<file path="src/rtl/wdt_feeder_pkg.sv">
// Shared definitions for the watchdog feeder: state encoding, timer sizing
// and the legal-parameter predicate used by the top level.
package wdt_feeder_pkg;

  // FSM encoding; the numeric values are visible on the state output port.
  typedef enum logic [1:0] {
    ST_IDLE    = 2'd0,
    ST_HOLDOFF = 2'd1,
    ST_RUN     = 2'd2,
    ST_STARVE  = 2'd3
  } wdt_state_e;

  // Largest of three cycle counts.
  function automatic int max3(input int a, input int b, input int c);
    int m;
    m = a;
    if (b > m) m = b;
    if (c > m) m = c;
    return m;
  endfunction

  // Down-timer width: wide enough for the largest reload value (count - 1).
  function automatic int timer_width(input int holdoff, input int kick_period,
                                     input int hb_timeout);
    int m;
    m = max3(holdoff, kick_period, hb_timeout);
    return (m < 2) ? 1 : $clog2(m);
  endfunction

  // Legal parameter ranges: a kick period of one cycle cannot toggle a pad
  // meaningfully, and the heartbeat window must cover at least one kick.
  function automatic bit params_ok(input int kick_period, input int holdoff,
                                   input int hb_timeout, input int cnt_w);
    return (kick_period >= 2) && (holdoff >= 1) &&
           (hb_timeout > kick_period) && (cnt_w >= 1);
  endfunction

endpackage

</file>
<file path="src/rtl/wdt_down_timer.sv">
// Loadable down counter with a zero flag. A load always wins over a
// decrement, and a decrement at zero is ignored so the count never wraps.
module wdt_down_timer #(
  parameter int W = 6
) (
  input  logic         clk,
  input  logic         rst_n,
  input  logic         load_i,
  input  logic [W-1:0] load_val_i,
  input  logic         dec_i,
  output logic         zero_o
);

  logic [W-1:0] cnt_q;
  logic [W-1:0] cnt_d;

  // Next count: reload has priority, otherwise step down and stop at zero.
  always_comb begin
    cnt_d = cnt_q;
    if (load_i) begin
      cnt_d = load_val_i;
    end else if (dec_i && (cnt_q != '0)) begin
      cnt_d = cnt_q - 1'b1;
    end
  end

  // Count register, cleared by the supervisor reset.
  always_ff @(posedge clk or negedge rst_n) begin
    if (!rst_n) begin
      cnt_q <= '0;
    end else begin
      cnt_q <= cnt_d;
    end
  end

  assign zero_o = (cnt_q == '0);

endmodule

</file>
<file path="src/rtl/wdt_feeder.sv">
// Watchdog feeder: toggles the supervisor's WDI line while the application
// keeps sending heartbeat pulses, freezes it (but keeps driving it) when the
// heartbeat stops so the supervisor times out, and tri-states it when
// servicing is disabled. One kick timer paces toggles; one heartbeat timer
// measures the liveness window.
module wdt_feeder
  import wdt_feeder_pkg::*;
#(
  parameter int KICK_PERIOD = 10,
  parameter int HOLDOFF     = 20,
  parameter int HB_TIMEOUT  = 50,
  parameter int CNT_W       = 16
) (
  input  logic             clk,
  input  logic             rst_n,
  input  logic             en,
  input  logic             hb,
  output logic             wdi,
  output logic             wdi_oe,
  output logic             starving,
  output logic [1:0]       state,
  output logic [CNT_W-1:0] kick_cnt
);

  localparam int TMR_W = timer_width(HOLDOFF, KICK_PERIOD, HB_TIMEOUT);
  localparam bit PARAMS_OK = params_ok(KICK_PERIOD, HOLDOFF, HB_TIMEOUT, CNT_W);

  // Timers load count-1 so that a zero flag seen N cycles later fires on
  // exactly the Nth edge after the load.
  localparam logic [TMR_W-1:0] HOLDOFF_LOAD = TMR_W'(HOLDOFF - 1);
  localparam logic [TMR_W-1:0] KICK_LOAD    = TMR_W'(KICK_PERIOD - 1);
  localparam logic [TMR_W-1:0] HB_LOAD      = TMR_W'(HB_TIMEOUT - 1);

  // Registered outputs and FSM state.
  wdt_state_e       state_q, state_d;
  logic             wdi_q, wdi_d;
  logic             wdi_oe_q, wdi_oe_d;
  logic             starving_q, starving_d;
  logic [CNT_W-1:0] kick_cnt_q, kick_cnt_d;

  // Timer control.
  logic             kick_load;
  logic [TMR_W-1:0] kick_val;
  logic             kick_dec;
  logic             kick_zero;
  logic             hb_load;
  logic             hb_dec;
  logic             hb_zero;
  logic             kick_fire;

  wdt_down_timer #(
    .W (TMR_W)
  ) u_kick_tmr (
    .clk        (clk),
    .rst_n      (rst_n),
    .load_i     (kick_load),
    .load_val_i (kick_val),
    .dec_i      (kick_dec),
    .zero_o     (kick_zero)
  );

  wdt_down_timer #(
    .W (TMR_W)
  ) u_hb_tmr (
    .clk        (clk),
    .rst_n      (rst_n),
    .load_i     (hb_load),
    .load_val_i (HB_LOAD),
    .dec_i      (hb_dec),
    .zero_o     (hb_zero)
  );

  // Next-state, output and timer-control decisions for one clock edge.
  always_comb begin
    state_d    = state_q;
    wdi_d      = wdi_q;
    wdi_oe_d   = wdi_oe_q;
    starving_d = starving_q;
    kick_cnt_d = kick_cnt_q;
    kick_load  = 1'b0;
    kick_val   = KICK_LOAD;
    kick_dec   = 1'b0;
    hb_load    = 1'b0;
    hb_dec     = 1'b0;
    kick_fire  = 1'b0;

    if (!en) begin
      // Disable overrides everything, including a kick due this cycle.
      state_d    = ST_IDLE;
      wdi_oe_d   = 1'b0;
      wdi_d      = 1'b0;
      starving_d = 1'b0;
    end else begin
      unique case (state_q)
        ST_IDLE: begin
          state_d   = ST_HOLDOFF;
          wdi_oe_d  = 1'b1;
          kick_load = 1'b1;
          kick_val  = HOLDOFF_LOAD;
        end
        ST_HOLDOFF: begin
          // Heartbeat is not yet monitored; only the holdoff delay runs.
          if (kick_zero) begin
            state_d   = ST_RUN;
            kick_fire = 1'b1;
            kick_load = 1'b1;
            hb_load   = 1'b1;
          end else begin
            kick_dec = 1'b1;
          end
        end
        ST_RUN: begin
          if (hb) begin
            hb_load = 1'b1;
          end else begin
            hb_dec = 1'b1;
          end
          // A heartbeat arriving on the expiry cycle keeps us alive.
          if (!hb && hb_zero) begin
            state_d    = ST_STARVE;
            starving_d = 1'b1;
          end else if (kick_zero) begin
            kick_fire = 1'b1;
            kick_load = 1'b1;
          end else begin
            kick_dec = 1'b1;
          end
        end
        ST_STARVE: begin
          // wdi stays frozen and driven until the application recovers.
          if (hb) begin
            state_d    = ST_RUN;
            starving_d = 1'b0;
            kick_load  = 1'b1;
            hb_load    = 1'b1;
          end
        end
        default: begin
          state_d = ST_IDLE;
        end
      endcase
    end

    if (kick_fire) begin
      wdi_d = ~wdi_q;
      if (kick_cnt_q != {CNT_W{1'b1}}) begin
        kick_cnt_d = kick_cnt_q + 1'b1;
      end
    end
  end

  // State and output registers; the supervisor reset clears them at once.
  always_ff @(posedge clk or negedge rst_n) begin
    if (!rst_n) begin
      state_q    <= ST_IDLE;
      wdi_q      <= 1'b0;
      wdi_oe_q   <= 1'b0;
      starving_q <= 1'b0;
      kick_cnt_q <= '0;
    end else begin
      state_q    <= state_d;
      wdi_q      <= wdi_d;
      wdi_oe_q   <= wdi_oe_d;
      starving_q <= starving_d;
      kick_cnt_q <= kick_cnt_d;
    end
  end

  assign state    = state_q;
  assign wdi      = wdi_q;
  assign wdi_oe   = wdi_oe_q;
  assign starving = starving_q;
  assign kick_cnt = kick_cnt_q;

  // Reject illegal parameter combinations in simulation.
  param_range_a : assert property (@(posedge clk) PARAMS_OK);

endmodule

</file>
<file path="config.mk">
export PLATFORM = sky130hd
export DESIGN_NAME = wdt_feeder
export DESIGN_NICKNAME = d
export VERILOG_FILES = /design/src/rtl/wdt_feeder_pkg.sv /design/src/rtl/wdt_down_timer.sv /design/src/rtl/wdt_feeder.sv
export SDC_FILE = /design/constraint.sdc
export NUM_CORES = 1
export LEC_CHECK = 0
export CAP_MARGIN = 25
export CORE_UTILIZATION = 59
export DETAILED_ROUTE_END_ITERATION = 8
export GPL_ROUTABILITY_DRIVEN = 0
export MAX_ROUTING_LAYER = met4
export PLACE_DENSITY = 0.94
export SYNTH_ARGS = -nofsm -noshare
export SYNTH_HDL_FRONTEND = slang
export SYNTH_SLANG_ARGS = --single-unit
</file>
<file path="constraint.sdc">
create_clock -name clk -period 3.4 [get_ports clk]
set_input_delay 1.02 -clock clk [delete_from_list [all_inputs] [get_ports clk]]
set_output_delay 1.02 -clock clk [all_outputs]
set_load 0.005 [all_outputs]
</file>
# Word level (Yosys, flattened, before mapping)
# Index checks and enable logic that the tools add are counted.
# Widths: inputs -> output; s select.
[classes]
addsub = 3
n_eq_ne = 10
muxes = 35
bitwise_logic = 1
reduce_logical = 15
[ops]
columns = ["op", "n"]
rows = [
  ["$mux 6", 4],
  ["$mux 1", 19],
  ["$add 16x1->16 const B", 1],
  ["$ne 16x16->1 const B", 1],
  ["$logic_not 6->1", 2],
  ["$reduce_bool 6->1", 2],
  ["$sub 6x1->6 const B", 2],
  ["$mux 5", 2],
  ["$ne 3x3->1 const B", 3],
  ["$mux 2", 4],
  ["$pmux 1 s2", 4],
  ["$pmux 2 s4", 1],
  ["$reduce_and 3->1", 2],
  ["$eq 2x2->1 const B", 2],
  ["$ne 2x1->1 const B", 2],
  ["$pmux 1 s4", 1],
  ["$reduce_bool 2->1", 2],
  ["$logic_and 1x1->1", 3],
  ["$ne 3x1->1 const B", 1],
  ["$eq 2x1->1 const B", 1],
  ["$logic_not 2->1", 1],
  ["$reduce_and 2->1", 1],
  ["$reduce_or 2->1", 1],
  ["$logic_not 1->1", 1],
  ["$not 1->1", 1],
]
[word_totals]
regBits = 33
wordCells = 71

# Longest topological paths before layout
[logic_depth]
depth_word = 8
mapped_depth = 7

# By module
# From an unflattened synthesis, not the netlist that was laid out.
[unflattened]
hier_cells = 203
area_unflattened_um2 = 1946.9
[by_module_without_submodules]
columns = ["mod", "n_inst", "cells_each", "area_per_inst_um2", "seq_area_each_um2"]
rows = [
  ["wdt_feeder", 1, 115, 1156.1, 525.5],
  ["wdt_down_timer", 2, 44, 395.4, 150.1],
]

# Least setup slack after synthesis
# No wires, ideal clock.
[synth_timing]
path_type = "input -> register"
from = "in hb"
to = "reg kick_cnt_q[15], in the netlist kick_cnt[15]"
setup_time_ns = 0.127
arrival_ns = 2.183
t_required_ns = 3.273
slack_ns = 1.090
path_stages = 5
n_path_buf = 0
cell_sequence = "nor2_1 > a311o_4 > nor4_2 > nand4_1 > mux2_1"
[synth_between]
elab_chain_len = 6
[synth_rtl]
columns = ["item", "line", "rtl"]
rows = [
  ["from (decl)", "wdt_feeder.sv:17", "input logic hb,"],
  ["$logic_not 1->1", "wdt_feeder.sv:119", "if (!hb && hb_zero) begin"],
  ["$logic_and 1x1->1", "wdt_feeder.sv:119", ""],
  ["$mux 1", "wdt_feeder.sv:119", ""],
  ["$pmux 1 s2", "wdt_feeder.sv:94", "unique case (state_q)"],
  ["$mux 1", "wdt_feeder.sv:87", "if (!en) begin"],
  ["$reduce_and 2->1 (no line)", "-", ""],
  ["to (signal assigned)", "wdt_feeder.sv:165", "kick_cnt_q <= kick_cnt_d;"],
  ["to (decl)", "wdt_feeder.sv:39", "logic [CNT_W-1:0] kick_cnt_q, kick_cnt_d;"],
]
# No other way between the ends.
# A chain may end at the register's enable or synchronous reset.

# Final worst setup path
# Ends and elaborated chain as after synthesis.

==> reports/metrics.yaml <==
outcome: "finished clean"
synthFlopType: "dfrtp_1"
grt_pass1_vias: 1427
die_x_um: 58.6
avgViaCountPerCell: 5.71
fin_nets: 227
regToRegStartpoint: "state[0]"
antenna_cells: 0
crit_path_end_kind: "flop"
synth-seq-area-share: 0.437
critical_path.cell_chain: "clkdlybuf4s50_1 > nor2_1 > a311o_4 > nor4_2 > nand4_1 > mux2_1"
port-buffer-count: 24
drive_gt1_frac: 0.0977
worst_r2r_path_depth: 7
max-cap-violations: 0
place_inst: 252
holdBufCountCts: 0
combPwrFrac: 0.397
gr-total-overflow: 0
final_area_um2: 2260
yosys_warnings: 0
hold_path_class: "reg2reg"
hold_viol_final: 0
grt_pass1_wl_um: 6160
insertion_delay_ns: 0.34
ioPinCount: 25
cts-root-buf: "clkbuf_4"
path_clk_slew_ns: 0.09
arrival_ns: 2.93
coreArea_um2: 3050
post_cts_buffers: 0
relSlewSlack: 0.618
htreeDepth: 2
finalCriticalPeriod_ns: 2.71
cp.required_ns: 3.62
dpl.hpwl_um: 2600
syn_inst: 182
start_util: 0.619
rsz0062_at_grt: "false"
placed_area_um2: 2200
syn_area_um2: 1890
areaGrowthSynthToFinish_pct: 19.5
worst_slew_pin_slew_ns: 0.569
setup_viol: 0
holdPathEnd: "wdi_oe"
cp_max_fo: 7
post-route-util: 0.740
p_clk_frac: 0.172
vias: 1478
antenna_found_initial: 0
final.setup_skew_ns: 0.0105
wl_per_cell_um: 13.9
setup_tns_ns: 0
ys_types: 45
rrSetupSlack_ns: 1.07
post-route-period-util: 0.796
critPathKind: "in2reg"
row_count: 20
crit_path_top_delay_cell: "clkdlybuf4s50_1"
internal-power_uw: 798
avgSynthCellArea_um2: 10.4
fin_cells: 259
grt_max_degree: 34
min_path_cells: 1
drt-initial-drc-count: 74
r2r_end: "kick_cnt[13]"
p_sw_uw: 500
cts_num_sinks: 33
min_from: "wdi_oe"
timing.fmax_mhz: 370
ant_nets: 0
dieArea_um2: 3430
p_sw_frac: 0.385
cp.buffers_inverters: 1
wl_um: 3590
synth_edf_count: 0
crit_family: "buffers and inverters"
async_reset_ff_frac: 1.00
drtPass1Iterations: 5
syn_nets: 194
die_h_um: 58.6
tritoncts: "yes"
cts_made_buffers: 5
drcViolationCount: 0
synth-seq-cells: 33
pwr-share-seq: 0.431
maxSlewViolCount: 0
start_kind: "input pin"
peakVddDrop_v: 0.000412
grtUsageTotal: 0.251
ctsResizeCount: 0
leakage_uw: 0.000918
cts.path.max_buffers: 2
cp_slowest_stage_delay_ns: 0.57
p_per_area_nw_per_um2: 575
==> routing by layer <==
layer | share of wire | wire [um] | vias to the layer above | track usage
met3 | 0.034 | 123 | 14 | 0.0571
met1 | 0.47 | 1680 | 701 | 0.313
li1 | - | - | 721 | -
met4 | 0.018 | 64 | 0 | 0.136
met2 | 0.48 | 1720 | 42 | 0.383
met5 | 0 | 0 | - | -
==> layout by cell type (no fill, tap or decap), drive strengths merged, types with 2 or more instances in the layout <==
cell            n
nor3b           2
nor4            4
xor2            6
and2            3
buf             3
a211oi          3
nand4           6
mux2            2
nor2           15
inv            10
a31o            2
or3             2
ha              8
o21a            2
and3            2
nor3            5
or4             2
nand2          19
nand3           8
nand2b          2
a31oi           5
and4            2
clkdlybuf4s50  24
xnor2          17
a21oi           3
o21ai           5
dfrtp          33
clkbuf          7
==> power by group through the flow <==
stage	clock, uW	combinational [uW]	sequential (uW)
2_1_floorplan	0	382	551
3_3_place_gp	0	491	561
3_5_place_dp	0	506	565
4_1_cts	230	510	558
5_1_grt	245	572	573
6_report	223	515	560
==> how the worst max path moves through the flow <==
stage,cells past startpoint,endpoint,startpoint
finish,6,kick_cnt[15],hb
global route,6,kick_cnt[15],hb
CTS,6,kick_cnt[15],hb
detailed placement,6,kick_cnt[15],hb
global placement,6,kick_cnt[15],hb
floorplan,5,kick_cnt[15],hb
==> cell type report <==
| cell class | instances | area (um^2) |
|---|---|---|
| flip-flops and latches | 33 | 826 |
| multi-input cells | 138 | 1020 |
| fillers | 213 | 795 |
| clock buffers | 7 | 55.1 |
| inverters | 10 | 37.5 |
| repair buffers | 27 | 263 |
| well taps | 44 | 55.1 |
==> flip-flops by register name, summed over array words and instances, names as in the netlist <==
signal,flops
state,2
kick_cnt,16
wdi_oe,1
u_hb_tmr.cnt_q,6
u_kick_tmr.cnt_q,6
wdi,1
starving,1
==> synth_stat cells (2+ instances only) <==
master,number,area (um^2)
dfrtp_1,33,826
nand2b_1,2,12.5
xnor2_1,17,149
or3_1,2,12.5
ha_1,8,100
nor3_1,3,15.0
and4_1,2,17.5
nand3_1,8,40.0
nor3_2,2,20.0
nor2_1,15,56.3
nand2_1,18,67.6
a31oi_1,5,31.3
and2_1,3,18.8
and3_1,2,12.5
or4_1,2,15.0
a21oi_1,3,15.0
a31o_2,2,17.5
o21ai_0,5,25.0
o21a_1,2,15.0
mux2_1,2,22.5
nor3b_1,2,15.0
nor4_1,2,12.5
inv_1,10,37.5
xor2_1,6,52.6
nand4_1,6,37.5
==> logic make-up after synthesis <==
kind of cell	synth area share
AO/OA/AOI/OAI	0.138
XOR/XNOR	0.107
adder cells (fa/ha/maj)	0.0530
buffers and inverters	0.0219
flip-flops	0.437
multiplexers	0.0119
AND/OR/NAND/NOR	0.232
==> metrics by stage <==
| step | power, uW | hold slack [ns] | setup slack [ns] |
|---|---|---|---|
| floorplan | 933 | 0.474 | 1.09 |
| global placement | 1050 | 0.461 | 0.441 |
| detailed placement | 1070 | 0.471 | 0.339 |
| CTS | 1300 | 0.492 | 0.713 |
| global route | 1390 | 0.512 | 0.636 |
| finish | 1300 | 0.486 | 0.694 |
No activity file was read; power rests on OpenSTA's default activity.
